**config.mk**
```make
export PLATFORM = sky130hd
export DESIGN_NAME = softmax_out_pack_16
export DESIGN_NICKNAME = d
export VERILOG_FILES = /design/src/rtl/softmax_pkg.sv /design/src/rtl/sync_fifo_16.sv /design/src/rtl/softmax_out_pack_16.sv
export SDC_FILE = /design/constraint.sdc
export NUM_CORES = 1
export LEC_CHECK = 0
export BUFFER_PORTS_ARGS = -buffer_cell sky130_fd_sc_hd__buf_2
export CAP_MARGIN = 0
export CORE_MARGIN = 2
export CORE_UTILIZATION = 67
export DETAILED_ROUTE_END_ITERATION = 6
export PLACE_DENSITY = 0.92
export SYNTH_ARGS = -nofsm -noshare
export SYNTH_HDL_FRONTEND = slang
export SYNTH_SLANG_ARGS = --single-unit
```
**constraint.sdc**
```tcl
create_clock -name axi_clock_i -period 4.5 [get_ports axi_clock_i]
set_input_delay 0.45 -clock axi_clock_i [delete_from_list [all_inputs] [get_ports axi_clock_i]]
set_output_delay 0.45 -clock axi_clock_i [all_outputs]
set_load 0.05 [all_outputs]
```
**src/rtl/softmax_pkg.sv**
```systemverilog
// Shared constants and FSM state type for the softmax output packer.
package softmax_pkg;

  localparam int unsigned DATA_SIZE = 16;

  localparam logic [1:0] KEEP_BOTH = 2'b11;
  localparam logic [1:0] KEEP_LO   = 2'b01;

  typedef enum logic [1:0] {
    S_LO  = 2'd0,
    S_HI  = 2'd1,
    S_OUT = 2'd2
  } pack_state_t;

endpackage

```
**src/rtl/sync_fifo_16.sv**
```systemverilog
// Single-clock FIFO with combinational read of the head entry.
module sync_fifo_16 #(
  parameter int unsigned WIDTH = 17,
  parameter int unsigned DEPTH = 64
) (
  input  logic                     clk,
  input  logic                     rst,
  input  logic                     push,
  input  logic                     pop,
  input  logic [WIDTH-1:0]         wdata,
  output logic [WIDTH-1:0]         rdata,
  output logic                     empty,
  output logic                     full,
  output logic [$clog2(DEPTH):0]   count
);

  localparam int unsigned AW = $clog2(DEPTH);

  logic [WIDTH-1:0] mem [DEPTH];
  logic [AW-1:0]    wr_ptr;
  logic [AW-1:0]    rd_ptr;
  logic             do_push;
  logic             do_pop;

  // A push while full is dropped even if a pop frees a slot in the same cycle.
  assign do_push = push && !full;
  assign do_pop  = pop && !empty;

  assign empty = (count == '0);
  assign full  = (count == (AW+1)'(DEPTH));
  assign rdata = mem[rd_ptr];

  // Storage write; contents need no reset since count gates every read.
  always_ff @(posedge clk) begin
    if (do_push) mem[wr_ptr] <= wdata;
  end

  // Pointer and occupancy bookkeeping; pointers wrap naturally.
  always_ff @(posedge clk or posedge rst) begin
    if (rst) begin
      wr_ptr <= '0;
      rd_ptr <= '0;
      count  <= '0;
    end else begin
      if (do_push) wr_ptr <= wr_ptr + 1'b1;
      if (do_pop)  rd_ptr <= rd_ptr + 1'b1;
      case ({do_push, do_pop})
        2'b10:   count <= count + 1'b1;
        2'b01:   count <= count - 1'b1;
        default: count <= count;
      endcase
    end
  end

endmodule

```
**src/rtl/softmax_out_pack_16.sv**
```systemverilog
// Buffers softmax results and packs them two per 32-bit AXI4-Stream beat.
module softmax_out_pack_16
  import softmax_pkg::*;
#(
  parameter int unsigned data_size = DATA_SIZE,
  parameter int unsigned DEPTH     = 64
) (
  input  logic                   axi_clock_i,
  input  logic                   axi_reset_i,
  input  logic [data_size-1:0]   s_data_i,
  input  logic                   s_valid_i,
  input  logic                   s_last_i,
  output logic                   s_space_ok_o,
  output logic                   overflow_o,
  output logic [2*data_size-1:0] m_axis_data_o,
  output logic [1:0]             m_axis_keep_o,
  output logic                   m_axis_last_o,
  output logic                   m_axis_valid_o,
  input  logic                   m_axis_ready_i
);

  logic [data_size:0]       f_rdata;
  logic                     f_empty;
  logic                     f_full;
  logic [$clog2(DEPTH):0]   f_count;
  logic                     f_pop;
  logic                     pop_en;
  logic [data_size-1:0]     r_data;
  logic                     r_last;

  pack_state_t              state;
  logic [data_size-1:0]     lo_q;
  logic [2*data_size-1:0]   data_q;
  logic [1:0]               keep_q;
  logic                     last_q;
  logic                     valid_q;
  logic                     ovf_q;

  sync_fifo_16 #(
    .WIDTH (data_size + 1),
    .DEPTH (DEPTH)
  ) u_fifo (
    .clk   (axi_clock_i),
    .rst   (axi_reset_i),
    .push  (s_valid_i),
    .pop   (f_pop),
    .wdata ({s_last_i, s_data_i}),
    .rdata (f_rdata),
    .empty (f_empty),
    .full  (f_full),
    .count (f_count)
  );

  assign r_data = f_rdata[data_size-1:0];
  assign r_last = f_rdata[data_size];

  // In S_OUT the head entry is consumed only on the handshake cycle.
  assign pop_en = (state == S_LO) || (state == S_HI) ||
                  ((state == S_OUT) && m_axis_ready_i);
  assign f_pop  = pop_en && !f_empty;

  assign s_space_ok_o   = (f_count < ($clog2(DEPTH)+1)'(DEPTH));
  assign overflow_o     = ovf_q;
  assign m_axis_data_o  = data_q;
  assign m_axis_keep_o  = keep_q;
  assign m_axis_last_o  = last_q;
  assign m_axis_valid_o = valid_q;

  // Sticky drop flag: any result offered while the FIFO is full.
  always_ff @(posedge axi_clock_i or posedge axi_reset_i) begin
    if (axi_reset_i)              ovf_q <= 1'b0;
    else if (s_valid_i && f_full) ovf_q <= 1'b1;
  end

  // Packer FSM with registered beat; a handshake with data waiting
  // starts the next beat in the same cycle, exactly as from S_LO.
  always_ff @(posedge axi_clock_i or posedge axi_reset_i) begin
    if (axi_reset_i) begin
      state   <= S_LO;
      lo_q    <= '0;
      data_q  <= '0;
      keep_q  <= '0;
      last_q  <= 1'b0;
      valid_q <= 1'b0;
    end else begin
      case (state)
        S_LO: begin
          if (!f_empty) begin
            lo_q <= r_data;
            if (r_last) begin
              data_q  <= {{data_size{1'b0}}, r_data};
              keep_q  <= KEEP_LO;
              last_q  <= 1'b1;
              valid_q <= 1'b1;
              state   <= S_OUT;
            end else begin
              state <= S_HI;
            end
          end
        end
        S_HI: begin
          if (!f_empty) begin
            data_q  <= {r_data, lo_q};
            keep_q  <= KEEP_BOTH;
            last_q  <= r_last;
            valid_q <= 1'b1;
            state   <= S_OUT;
          end
        end
        S_OUT: begin
          if (m_axis_ready_i) begin
            if (f_empty) begin
              data_q  <= '0;
              keep_q  <= '0;
              last_q  <= 1'b0;
              valid_q <= 1'b0;
              state   <= S_LO;
            end else begin
              lo_q <= r_data;
              if (r_last) begin
                data_q  <= {{data_size{1'b0}}, r_data};
                keep_q  <= KEEP_LO;
                last_q  <= 1'b1;
                valid_q <= 1'b1;
                state   <= S_OUT;
              end else begin
                data_q  <= '0;
                keep_q  <= '0;
                last_q  <= 1'b0;
                valid_q <= 1'b0;
                state   <= S_HI;
              end
            end
          end
        end
        default: state <= S_LO;
      endcase
    end
  end

endmodule

```
==> run summary <==
========================================================================================================
Outcome ................................................................................... complete, but fails checks
Violated checks ........................................................................... DRC, capacitance limit, slew limit, setup timing
Ratio of total power to cell area .........................................................   684 nW/µm²
Most Used Layer, Global Route .............................................................         met2
Kind of critical path .....................................................................   reg -> reg
Setup tns final ...........................................................................  -0.00324 ns
Net count after synthesis .................................................................         2025
Sw Share ..................................................................................        0.347
Number of buffers on the longest clock path ...............................................            3
Number of core rows .......................................................................           94
Number of antenna-violating nets in the routed design .....................................            0
Register Area .............................................................................    34500 µm²
First DRT Iteration DRCs ..................................................................         4566
Worst Setup Start Kind ....................................................................     register
Number of buffers inserted by post-CTS setup repair .......................................            0
Worst path bufs/invs ......................................................................            1
Count of distinct cell types in the synthesized netlist ...................................           48
Core Box Area .............................................................................    66000 µm²
Global routing met1 resource utilization ..................................................        0.485
Total gr overflow .........................................................................            0
H-tree lvl count ..........................................................................            3
Total GRT Usage ...........................................................................        0.401
Slowest stage delay, CP ...................................................................      1.05 ns
Number of global-route vias before repair .................................................        24800
Clock share of power ......................................................................        0.280
Post-synthesis register bit count .........................................................         1162
Min-delay worst type ......................................................................  in -> async
Number of vias after detailed routing .....................................................        24900
Worst-Margin Slew .........................................................................      1.52 ns
Max-cap violations ........................................................................            1
Net Switching .............................................................................      11.9 mW
Via density ...............................................................................         7.98
Comb pwr share ............................................................................        0.330
Post-route cell area ......................................................................    50300 µm²
Growth of design area from synthesis to finish ............................................        12.2%
Syn_area_per_cell .........................................................................     22.5 µm²
Latest clock arrival within the worst-skew pair ...........................................      0.71 ns
Area of placed instances ..................................................................    46600 µm²
Number of clock sinks .....................................................................         1162
Share of final-layout standard cells stronger than drive strength 1 .......................        0.312
Slew Limit Headroom .......................................................................      -0.0170
Unrepaired setup endpoints after global routing ...........................................           no
Number of max-slew violations in the final report .........................................           17
Final critical path time including I/O delays and setup ...................................      4.50 ns
Number of flops mapped to enable cells by yosys ...........................................         1088
Crit path top cell by count ...............................................................      nand4_1
Timing startpoint of the critical path .................................................... u_fifo.rd_ptr[0]
Master cell of the clock root buffer ......................................................    clkbuf_16
Sequential cell area fraction in the yosys report .........................................        0.770
Cells after synthesis .....................................................................         1990
Final worst path period share .............................................................         1.00
Fraction of post-synthesis cell area in the top cell type by area .........................        0.729
Number of gates resized after cts .........................................................            0
Total power consumption of the routed design ..............................................      34.4 mW
Global routing usage on met2 ..............................................................        0.636
Top flip-flop cell by instance count after synthesis ......................................     edfxtp_1
Number of fillers in the final layout .....................................................         2942
Family of cells with the greatest summed delay on the critical path ....................... simple AND/OR/NAND/NOR gates
Cell-internal power .......................................................................      22.5 mW
Syn Std Cell Area .........................................................................    44800 µm²
Leak Pwr ..................................................................................      16.3 nW
Place WS ..................................................................................     0.574 ns
Maximum clock skew at final layout ........................................................    0.0691 ns
Final setup slack of the worst path .......................................................  -0.00324 ns
Synth area leader .........................................................................     edfxtp_1
Worst-path fanout max .....................................................................           38
Post-CTS Hold Buffers .....................................................................            0
Series of cell instances along the critical path .......................................... buf_12 > mux4_2 > nand2_1 > nand4_1 > nand4_1 > nand3_1 > a22oi_1 > a21oi_1
Met3 routing resource usage after global routing ..........................................        0.108
R2R Path Start ............................................................................ u_fifo.rd_ptr[0]
Die X .....................................................................................       263 µm
Detail Placement HPWL .....................................................................     64500 µm
Average wire length per cell after detail routing .........................................      43.5 µm
Die Height ................................................................................       263 µm
Clock tree from TritonCTS .................................................................          yes
Post-route DRC violation count ............................................................           29
Total Nets Final ..........................................................................         2192
Initial Util ..............................................................................        0.680
Number of iterations in the first detailed-routing pass ...................................            7
# port buffers ............................................................................           58
Setup violations, final ...................................................................            1
Worst Path Arrival ........................................................................      5.07 ns
Sequential share of power .................................................................        0.390
Total die area ............................................................................    69000 µm²
Overall routed net length .................................................................    135000 µm
Area occupied by multi-input gates ........................................................     9740 µm²
Number of placed I/O pins .................................................................           59
Async set-reset flop share out of synthesis ...............................................       0.0637
Slowest stage cell on the critical path ...................................................      dfrtp_4
Peak clock frequency supported by timing ..................................................      222 MHz
Yosys warns ...............................................................................            0
Antenna violations before repair ..........................................................            9
Final Hold Fails ..........................................................................            0
Post-CTS clock slew at the launch and capture registers of the worst setup and hold paths .      0.07 ns
Final weighted congestion in routability-driven placement .................................        0.896
Maximum VDD drop ..........................................................................     0.577 mV
Category of the worst setup path capture point ............................................     register
Wire length of the first global-routing pass ..............................................    189000 µm
Required time of the critical path ........................................................      5.06 ns
Inserted Clock Buffers ....................................................................          108
Largest net degree at the start of global routing .........................................           65
Synth area leaders ........................................................................ edfxtp_1 (73%), mux4_2 (17%), dfrtp_1 (4.1%)
========================================================================================================
## synth_stat cells (all sizes together) (3+ instances only)
| library cell | instances |
|---|---|
| edfxtp | 1088 |
| inv | 31 |
| nand3 | 22 |
| nand2 | 40 |
| mux2i | 4 |
| xnor2 | 11 |
| o21ai | 26 |
| buf | 62 |
| and3 | 5 |
| ha | 13 |
| o31ai | 3 |
| nor2b | 6 |
| a22oi | 48 |
| nand4 | 4 |
| a21oi | 24 |
| mux2 | 19 |
| nor2 | 103 |
| mux4 | 335 |
| xor2 | 3 |
| clkbuf | 40 |
| dfrtp | 74 |
## power groups by stage
| stage | sequential, mW | combinational, mW | clock (mW) |
|---|---|---|---|
| floorplan | 13.5 | 6.82 | 0 |
| global placement | 13.3 | 9.51 | 0 |
| detailed placement | 13.4 | 10.2 | 0 |
| CTS | 13.3 | 10.9 | 9.61 |
| global route | 13.4 | 11.5 | 9.96 |
| finish | 13.4 | 11.4 | 9.63 |
## kinds of logic (layout without fill, tap and decap cells)
| kind of cell | after synthesis | count (layout) | synth area share |
|---|---|---|---|
| buffers and inverters | 134 | 390 | 0.0139 |
| muxes | 358 | 358 | 0.174 |
| other | 0 | 4 | 0 |
| DFF | 1162 | 1162 | 0.770 |
| and+or+nand+nor | 191 | 191 | 0.0182 |
| adders and majority gates | 14 | 14 | 0.00407 |
| xor gates and xnor gates | 14 | 14 | 0.00273 |
| AOI/OAI and AO/OA | 117 | 117 | 0.0172 |
## cell type report
class	instances	share of cell area
Sequential cell	1162	0.687
Multi-Input combinational cell	694	0.194
Clock buffer	132	0.0585
Timing Repair Buffer	159	0.0228
Tap cell	864	0.0215
Clock inverter	67	0.0141
Inverter	32	0.00244
Antenna cell	4	0.000199
## flip-flops by register name, indices dropped and copies added, names as in the netlist
signal / cells
overflow_o: 1
m_axis_valid_o: 1
state: 2
u_fifo.wr_ptr: 6
u_fifo.count: 7
m_axis_keep_o: 2
u_fifo.mem: 1088
u_fifo.rd_ptr: 6
m_axis_last_o: 1
lo_q: 16
m_axis_data_o: 32
## stage by stage
step,std cells,utilization,hold slack [ns]
after floorplan,1990,-,0.459
after global placement,2911,0.707,0.446
after detailed placement,2911,0.707,0.475
after CTS,3110,0.762,0.0625
after global routing,3110,0.762,0.163
final,3114,0.762,0.0676
## placed cells by master, fill, tap and decap left out, types with 11 or more instances in the layout
cell type,count
dfrtp_1,71
clkbuf_16,114
clkbuf_1,16
mux2_2,18
ha_1,13
inv_1,30
mux4_2,335
nor2_1,88
clkinv_2,25
xnor2_1,11
a22oi_1,48
edfxtp_1,1088
nor2_2,15
buf_2,58
bufinv_16,14
a21oi_1,24
nand3_1,22
buf_4,93
o21ai_1,17
nand2_1,40
clkinv_1,19
## final timing paths
check,slack (ns),end,cells past startpoint
max in group asynchronous,3.38,u_fifo.rd_ptr[2],3
max reg2reg,-0.003,m_axis_data_o[11],8
min,0.07,m_axis_data_o[24],2
min in group axi_clock_i,0.21,overflow_o,2
min reg2reg,0.49,overflow_o,1
max,-0.003,m_axis_data_o[11],8
## layer usage
metal | vias up | wire length [µm]
met1 | 12500 | 40200
met5 | - | 192
met3 | 786 | 17700
met2 | 2850 | 65100
met4 | 16 | 12200
li1 | 8678 | -
No activity file was read; power rests on OpenSTA's default activity.
